### src/rtl/sort_pkg.sv
// Shared types and sizes for the 8-entry sorter and its stream host.
package sort_pkg;
  localparam int N_ELEM = 8;
  localparam int WORD_W = 8;
  localparam int ADDR_W = 3;

  typedef enum logic [2:0] {
    LOAD    = 3'd0,
    START   = 3'd1,
    WAIT    = 3'd2,
    FETCH   = 3'd3,
    PRESENT = 3'd4
  } host_state_t;
endpackage

### src/rtl/sort_stream_host.sv
// Streams a batch into the sorter RAM, kicks a sort, then reads the sorted
// words back out on a valid/ready stream, one word every two cycles.
module sort_stream_host
  import sort_pkg::*;
#(
  parameter int N  = N_ELEM,
  parameter int W  = WORD_W,
  parameter int AW = ADDR_W
) (
  input  logic          clk,
  input  logic          rst,
  input  logic [W-1:0]  in_data,
  input  logic          in_valid,
  output logic          in_ready,
  output logic [W-1:0]  out_data,
  output logic          out_valid,
  input  logic          out_ready,
  output logic          busy,
  output logic          done,
  output logic [AW-1:0] s_addr,
  output logic [W-1:0]  s_datain,
  output logic          s_wr,
  output logic          s_start,
  input  logic [W-1:0]  s_dataout,
  input  logic          s_ready
);
  localparam logic [AW-1:0] LAST = AW'(N - 1);

  host_state_t   state_q, state_d;
  logic [AW-1:0] idx_q, idx_d;

  always_ff @(posedge clk or posedge rst) begin
    if (rst) begin
      state_q <= LOAD;
      idx_q   <= '0;
    end else begin
      state_q <= state_d;
      idx_q   <= idx_d;
    end
  end

  // Outputs are forced quiet while rst is held so nothing leaks to the sorter.
  always_comb begin
    state_d   = state_q;
    idx_d     = idx_q;
    in_ready  = 1'b0;
    out_valid = 1'b0;
    out_data  = '0;
    s_addr    = '0;
    s_datain  = '0;
    s_wr      = 1'b0;
    s_start   = 1'b0;
    done      = 1'b0;
    busy      = 1'b0;
    if (!rst) begin
      busy = (state_q != LOAD);
      case (state_q)
        LOAD: begin
          in_ready = s_ready;
          s_addr   = idx_q;
          s_datain = in_data;
          s_wr     = in_valid && s_ready;
          if (s_wr) begin
            if (idx_q == LAST) begin
              idx_d   = '0;
              state_d = START;
            end else begin
              idx_d = idx_q + 1'b1;
            end
          end
        end
        START: begin
          s_start = s_ready;
          if (s_ready) state_d = WAIT;
        end
        WAIT: begin
          // The sorter drops s_ready on the start edge, so high here means finished.
          if (s_ready) begin
            idx_d   = '0;
            state_d = FETCH;
          end
        end
        FETCH: begin
          s_addr  = idx_q;
          state_d = PRESENT;
        end
        PRESENT: begin
          s_addr    = idx_q;
          out_valid = 1'b1;
          out_data  = s_dataout;
          if (out_ready) begin
            if (idx_q == LAST) begin
              done    = 1'b1;
              idx_d   = '0;
              state_d = LOAD;
            end else begin
              idx_d   = idx_q + 1'b1;
              state_d = FETCH;
            end
          end
        end
        default: state_d = LOAD;
      endcase
    end
  end
endmodule

### config.mk
export PLATFORM = sky130hd
export DESIGN_NAME = sort_stream_host
export DESIGN_NICKNAME = d
export VERILOG_FILES = /design/src/rtl/sort_pkg.sv /design/src/rtl/sort_stream_host.sv
export SDC_FILE = /design/constraint.sdc
export NUM_CORES = 1
export LEC_CHECK = 0
export ABC_AREA = 0
export CAP_MARGIN = 20
export CORE_MARGIN = 5
export CORE_UTILIZATION = 33
export DETAILED_ROUTE_END_ITERATION = 12
export HOLD_SLACK_MARGIN = 0.05
export PLACE_DENSITY = 0.85
export SLEW_MARGIN = 5
export SYNTH_ARGS = -nofsm -noshare
export SYNTH_HDL_FRONTEND = slang
export SYNTH_SLANG_ARGS = --single-unit
### constraint.sdc
create_clock -name clk -period 1.8 [get_ports clk]
set_clock_uncertainty 0.05 [all_clocks]
set_input_delay 0.18 -clock clk [delete_from_list [all_inputs] [get_ports clk]]
set_output_delay 0.18 -clock clk [all_outputs]
set_load 0.01 [all_outputs]
=== Word-level counts from Yosys, hierarchy flattened ===
Cells that the tools add are included.

* Flip-flop bits (word level): 6
* Word-level logic and storage cells: 52

* Add/subtract/negate cells: 1
* Equal/unequal tests: 10
* Multiplexer cells: 31
* Bitwise gates (word level): 1
* Reductions and logical operators: 7

{| class="wikitable"
|+ Operator list
! cell !! number
|-
| 3-bit two-way mux || 11
|-
| 8-bit two-way mux || 4
|-
| 3-bit one-hot mux with 5 select lines || 1
|-
| 1-bit two-way mux || 13
|-
| 2-bit inequality test, second input constant || 5
|-
| 3-bit one-hot mux with 3 select lines || 1
|-
| 3-bit by 2-bit equality test with 1-bit output, second input constant || 2
|-
| 3-bit equality test, second input constant || 2
|-
| 6-bit AND reduction || 1
|-
| 3-bit nonzero test || 2
|-
| 5-bit AND reduction || 1
|-
| 3-bit by 1-bit adder with 3-bit output, second input constant || 1
|-
| 3-bit by 1-bit equality test with 1-bit output, second input constant || 1
|-
| 3-bit logical NOT || 1
|-
| 3-bit OR reduction || 1
|-
| 2-bit two-way mux || 1
|-
| 1-bit logical AND || 1
|-
| 1-bit inverter || 1
|}

=== Longest topological paths before layout ===
Gate-level depths: netlist of the first run.

* Depth after elaboration: 5
* Gate-level depth with buffers: 5

=== Worst setup path before layout of the first run ===
OpenSTA, ideal clock, no wires.

* Path type: reg2reg
* From: reg state_q[2]
* To: reg idx_q[0]
* Arrival time: 1289 ps
* Path slack: 336 ps
* Stages on the path, launching flop included: 4
* Path buffers: 0
* Clock period less this slack: 1464 ps
* Path through: dfrtp_1 > mux2_4 > o221a_4 > mux2_4

* Longest elaborated chain between the ends: 3
* Elaborated cells on any way between the ends: 9
* Classes of those cells: eq/ne: 5; mux: 1; reduce/logical: 3

{| class="wikitable"
|+ Ends and longest elaborated chain
! element !! RTL line !! source
|-
| from (decl) || sort_stream_host.sv:29 || <nowiki>host_state_t state_q, state_d;</nowiki>
|-
| from (signal assigned) || sort_stream_host.sv:37 || <nowiki>state_q <= state_d;</nowiki>
|-
| 3-bit by 2-bit equality test with 1-bit output, or another cell as far along || sort_stream_host.sv:57 || <nowiki>case (state_q)</nowiki>
|-
| 2-bit inequality test (no line) or 3-bit nonzero test (tied branches) || n/a ||
|-
| 5-bit AND reduction (no line) || n/a ||
|-
| to (signal assigned) || sort_stream_host.sv:38 || <nowiki>idx_q <= idx_d;</nowiki>
|-
| to (decl) || sort_stream_host.sv:30 || <nowiki>logic [AW-1:0] idx_q, idx_d;</nowiki>
|}

Parallel ways exist; a longest one is shown, timed or not.
A chain may end at the register's enable or synchronous reset.

=== Worst setup path in the final report of the first run ===
* From: reg state_q[2]
* To: out s_wr

* Longest elaborated chain between the ends: 3

{| class="wikitable"
|+ Ends and longest elaborated chain
! element !! RTL line !! source
|-
| 3-bit logical NOT || sort_stream_host.sv:57 ||
|-
| 1-bit two-way mux || sort_stream_host.sv:57 ||
|-
| 1-bit two-way mux || sort_stream_host.sv:55 || <nowiki>if (!rst) begin</nowiki>
|-
| to (decl) || sort_stream_host.sv:22 || <nowiki>output logic s_wr,</nowiki>
|}

Every way passes these cells.

==> out/metrics.csv, run 1 <==
metric,value,unit
Detailed Route WL,2.42,mm
top-area cell type share of the netlist area,24.9,%
Finished Core Util,68.5,%
fmax,570,MHz
Congestion Overflow GR,0,
Max-Cap Viols,0,
Seq cells post-synth,6,
share of cells above drive strength 1,35.5,%
Critical Path Sink Type,output port,
area grow syn2layout,96.5,%
n_diodes,0,
initial drt markers,19,
Relative slew margins,84.9,%
YS warnings,0,
Pleak,0.629,nW
vias in the first global route,825,
Initial Util,34.9,%
Worst Path Arrival,1520,ps
Std-Cell Rows,15,
DR vias/cell,4.94,
vias post-DR,806,
Overall Global Routing Usage,18.6,%
Core Region,1730,um^2
CTS max path bufs,2,
DR DRC count,0,
Num CTS Buffers,3,
final worst slack,46.6,ps
initial antenna violation count,0,
period utilisation layout,97.4,%
clock-pin slew on the worst setup and hold paths,50,ps
fin. max-slew vios,0,
CTS tree,yes,
final hold violation count,0,
Post-Syn Area,602,um^2
final hold slack,113,ps
largest area contributor in the netlist,dfrtp_1,
die width,52.7,um
synth top area cells,"dfrtp_1, and2_1, and3_1, mux2i_1, o21ai_0",
setup violators final,0,
Critical Path Source Type,flip-flop,
clock latency on the worst-skew pair,250,ps
DP HPWL,1.92,mm
First-pass DRT Iterations,4,
GP Congestion,0.812,
register area share after synthesis,24.9,%
Syn Nets,97,
distinct cell type count after synthesis,26,
die area,2780,um^2
Final nets,163,
I/O pin count,46,
Post-Syn Instances,74,
htree depth,1,
synthesized area per cell,8.13,um^2
hold_buf cts,0,
DR WL/cell,14.8,um
pre-CTS setup slack,-138,ps
CP required,1570,ps
first-pass GRT wire length,3.69,mm
critical path peak fanout,5,
Setup CP Type,flip-flop to output port,
Routed Antenna Nets,0,
status,"complete, no violations",
Worst Tran Pin Value,225,ps
largest net degree at the start of global routing,11,
CTS sink cnt,6,
Pwr Density,1080,nW/um^2
final worst path period need,1750,ps
Vert. Die Dim,52.7,um
Root Buffer,clkbuf_4,
hold crit path type,primary input to asynchronous set/reset pin,
IO Port Bufs,45,
worst vdd ir,0.424,mV
[cells in the final DEF (no fill, tap or decap), types with 2 or more instances in the layout]
master and instances:
mux2_4 2, nand2_1 2, inv_1 3, clkbuf_2 10
ha_1 2, nor3b_1 2, clkdlybuf4s15_1 6, and3_1 9
dfrtp_2 2, buf_4 19, and2_1 13, nor3_1 4
nand3_1 2, clkdlybuf4s50_1 19, dfrtp_1 4, o21ai_0 6
mux2i_1 3, nor2_1 4, buf_2 6, dlygate4sd2_1 3
clkbuf_4 3
[path summary, 6_finish.rpt]
kind                            startpoint    endpoint  slack [ps]  cells after the start
worst max-delay path            state_q[2]        s_wr          50                      5
worst min-delay path                   rst    idx_q[0]         110                      4
worst max register to register  state_q[0]    idx_q[0]          60                      5
worst min register to register    idx_q[2]    idx_q[2]         510                      2
max in group asynchronous              rst  state_q[0]        1450                      4
min in group clk                       rst  state_q[0]         430                      4
[critical path, cell delays in order, from the launching register on]
cell and delay (ps):
dfrtp_2 440, nor4_4 280, buf_4 160, buf_4 120, and3_4 180, buf_6 90
[per-stage QoR]
step                setup TNS (ps)  cell area (um^2)  cells  total power [W]
finish                           0              1180    163          0.00128
global route                 -4.13              1180    163          0.00137
CTS                              0              1190    162          0.00125
detailed placement           -2110              1180    155          0.00113
global placement             -1260              1180    155          0.00109
floorplan                        0               602     74         0.000684
[cells in the mapped netlist (all sizes together)]
library cell  number
nand2              2
nor2               4
nor2b              2
nor3b              2
nor3               4
clkbuf             3
dfrtp              6
nand3b             1
and3b              1
nor4               1
inv                3
a21oi              1
or2                1
and3              10
ha                 2
nand3              2
o221ai             1
and2              13
o221a              1
mux2i              3
mux2               2
o21ai              7
buf                1
or3b               1
[area by class of cell]
class                           instances  area, um^2
Clock buffer                            3        22.5
Tap cell                               25        31.3
Multi-Input combinational cell         61         442
Inverter                                3        11.3
Fill cell                             137         544
Timing Repair Buffer                   65         523
Sequential cell                         6         153
[what timing repair did]
item | 4_1_cts | 5_1_grt
endpoints found under the hold margin | 0 | 0
pin swaps | 2 | 1
endpoints found under the setup margin | 25 | 18
resized for setup | 49 | 28
gates cloned | 1 | 0
buffers inserted | 3 | 1
[state kept, by name, summed over array words and instances, names as in the netlist]
name     count
state_q      3
idx_q        3
[metal layers]
metal | track usage, % | up-vias | part of all wire (%)
li1 | - | 393 | -
met5 | 0 | - | 0
met1 | 19.4 | 373 | 39
met3 | 2.56 | 8 | 6.2
met4 | 11.9 | 0 | 3.7
met2 | 34.3 | 32 | 51
[logic make-up after synthesis]
group / synth area share [%]
AND/OR/NAND/NOR: 44.9
buffers and inverters: 4.57
flip-flops: 24.9
AO/OA/AOI/OAI: 11.4
multiplexers: 9.98
adder cells (fa/ha/maj): 4.16
[where the power goes]
| part | switching, W | total [W] | leakage [nW] | internal, W |
|---|---|---|---|---|
| logic | 0.000408 | 0.000890 | 0.542 | 0.000481 |
| clock network | 0.0000520 | 0.000128 | 0.0138 | 0.0000756 |
| registers | 0.0000617 | 0.000258 | 0.0732 | 0.000196 |
Power figures use the tool's default switching activity.
==> run 2: changes to the inputs <==
- GPL_TIMING_DRIVEN: unset -> 0
- TNS_END_PERCENT: unset -> 1
==> run 2 against run 1 <==
Against the previous run: largest cell class is now multi-input combinational cells; clock-buffer cell count unchanged; cell count decreased by 6.1%; setup slack got worse by 12 ps; global-route usage decreased by 0.54 points; first-iteration DRC count decreased by 16%; clock power about the same; critical path type unchanged; sequential power increased by 7%; worst hold slack improved by 75 ps; maximum frequency decreased by 0.69%; die area unchanged.
==> out/metrics.csv, run 2 (synthesis results as in run 1) <==
metric,value,unit,change
status,"complete, no violations",,
n_diodes,0,,unchanged
DR WL/cell,14.3,um,-3.9%
fin. max-slew vios,0,,unchanged
fmax,566,MHz,-0.69%
Overall Global Routing Usage,18.1,%,-0.54 points
DP HPWL,1.61,mm,-16%
Detailed Route WL,2.18,mm,-9.8%
hold crit path type,primary input to asynchronous set/reset pin,,
hold_buf cts,0,,unchanged
htree depth,1,,unchanged
Core Region,1730,um^2,unchanged
GP Congestion,0.761,,-6.2%
Slowest cell on crit path,dfrtp_2,,
Pleak,0.593,nW,-5.7%
Critical Path Sink Type,output port,,
RSZ-0062 raised after global routing,true,,
Relative slew margins,69.2,%,-16 points
CTS tree,yes,,
die width,52.7,um,unchanged
Std-Cell Rows,15,,unchanged
Routed Antenna Nets,0,,unchanged
clock latency on the worst-skew pair,250,ps,about the same
vias in the first global route,784,,-5.0%
Pwr Density,1070,nW/um^2,-0.99%
setup violators final,0,,unchanged
DR vias/cell,5.05,,+2.0%
DP Area,1080,um^2,-8.2%
I/O pin count,46,,unchanged
CP required,1570,ps,about the same
final instance area,1130,um^2,-4.4%
Worst Tran Pin Value,462,ps,+238 ps
Max-Cap Viols,0,,unchanged
"Cell Chain, Critical Path","buf_4, nand3b_1, a21oi_2, and2_1, clkdlybuf4s15_2",,
largest registers,"idx_q x3, state_q x3",,
Root Buffer,clkbuf_4,,
First-pass DRT Iterations,4,,unchanged
"most common cell after layout, fill and taps aside",clkdlybuf4s50_1,,
clock-pin slew on the worst setup and hold paths,50,ps,about the same
final std cells w/o fill,153,,-6.1%
area grow syn2layout,87.7,%,
CTS sink cnt,6,,unchanged
IO Port Bufs,45,,unchanged
Critical Path Source Type,flip-flop,,
largest net degree at the start of global routing,11,,unchanged
worst vdd ir,0.533,mV,+26%
CTS max path bufs,2,,unchanged
Num CTS Buffers,3,,unchanged
most frequent cells in the layout,"clkdlybuf4s50_1, and2_1, dlygate4sd2_1",,
DR DRC count,0,,unchanged
initial antenna violation count,0,,unchanged
final hold violation count,0,,unchanged
Worst Path Arrival,1540,ps,+20 ps
period utilisation layout,98.1,%,+0.68 points
initial drt markers,16,,-3
Final nets,153,,-6.1%
Placed Cells incl. Taps,144,,-7.1%
Initial Util,34.9,%,unchanged
critical path peak fanout,10,,+5
vias post-DR,772,,-4.2%
FF-to-FF setup slack,140,ps,+80 ps
die area,2780,um^2,unchanged
first-pass GRT wire length,3.55,mm,-3.7%
Max stage delay on crit path,430,ps,about the same
Congestion Overflow GR,0,,unchanged
share of cells above drive strength 1,28.9,%,-6.6 points
final worst path period need,1770,ps,+12.2 ps
Setup CP Type,flip-flop to output port,,
Finished Core Util,65.4,%,-3.0 points
Vert. Die Dim,52.7,um,unchanged
==> run 2: cell types whose count changed in the layout (fill, tap and decap cells not counted), moves of 3 or more <==
cell | previous run | this run
clkdlybuf4s15_1 | 6 | 3
dlygate4sd2_1 | 3 | 11
buf_4 | 19 | 8
buf_2 | 6 | 1
==> run 2: power breakdown <==
group / internal, W / switching (W)
combinational: 0.000417 / 0.000381
sequential: 0.000198 / 0.0000789
clock: 0.0000759 / 0.0000556
total: 0.000691 / 0.000516
==> run 2: metrics by stage <==
stage / hold WS [ps] / total power [W] / TNS (ps) / setup slack, ps
finish: 188 / 0.00121 / 0 / 34.4
global route: 220 / 0.00130 / -95.0 / -60.4
CTS: 139 / 0.00118 / -53.5 / -53.5
detailed placement: 500 / 0.00100 / -9200 / -561
global placement: 493 / 0.000981 / -8700 / -546
floorplan: -54.5 / 0.000684 / 0 / 336
==> run 2: final cells by class <==
class | instances | area, um^2
fillers | 154 | 597
multi-input cells | 62 | 460
plain buffers | 4 | 30.0
repair buffers | 50 | 420
clock buffers | 3 | 22.5
flip-flops and latches | 6 | 154
well taps | 25 | 31.3
inverters | 3 | 11.3
==> run 2: worst max-delay path: cells and delay by family, from the launching register on <==
family | cells | cell delay (ps)
buffers and inverters | 2 | 390
flip-flops | 1 | 430
AO/OA/AOI/OAI | 1 | 150
AND/OR/NAND/NOR | 2 | 300
==> run 2: metal layers <==
metal / routed length (um) / global-route usage (%) / vias to the layer above
met5: 0 / 0 / -
met3: 151 / 5.13 / 7
met1: 849 / 19.5 / 361
met4: 56 / 11.5 / 0
met2: 1120 / 30.6 / 31
li1: - / - / 373
==> run 2: timing repair <==
item                       CTS  global route
setup endpoints to repair   25            22
setup buffers                4             1
pin swaps                    1             2
gates resized for setup     47            25
cloned                       0             1
==> run 2: final timing paths <==
path	cells past startpoint	startpoint	endpoint
worst max-delay path	5	state_q[2]	s_addr[1]
worst max register to register	4	state_q[2]	idx_q[0]
min in group clk	2	idx_q[2]	idx_q[2]
worst min-delay path	2	rst	state_q[2]
max in group asynchronous	2	rst	state_q[0]
worst min register to register	2	idx_q[2]	idx_q[2]
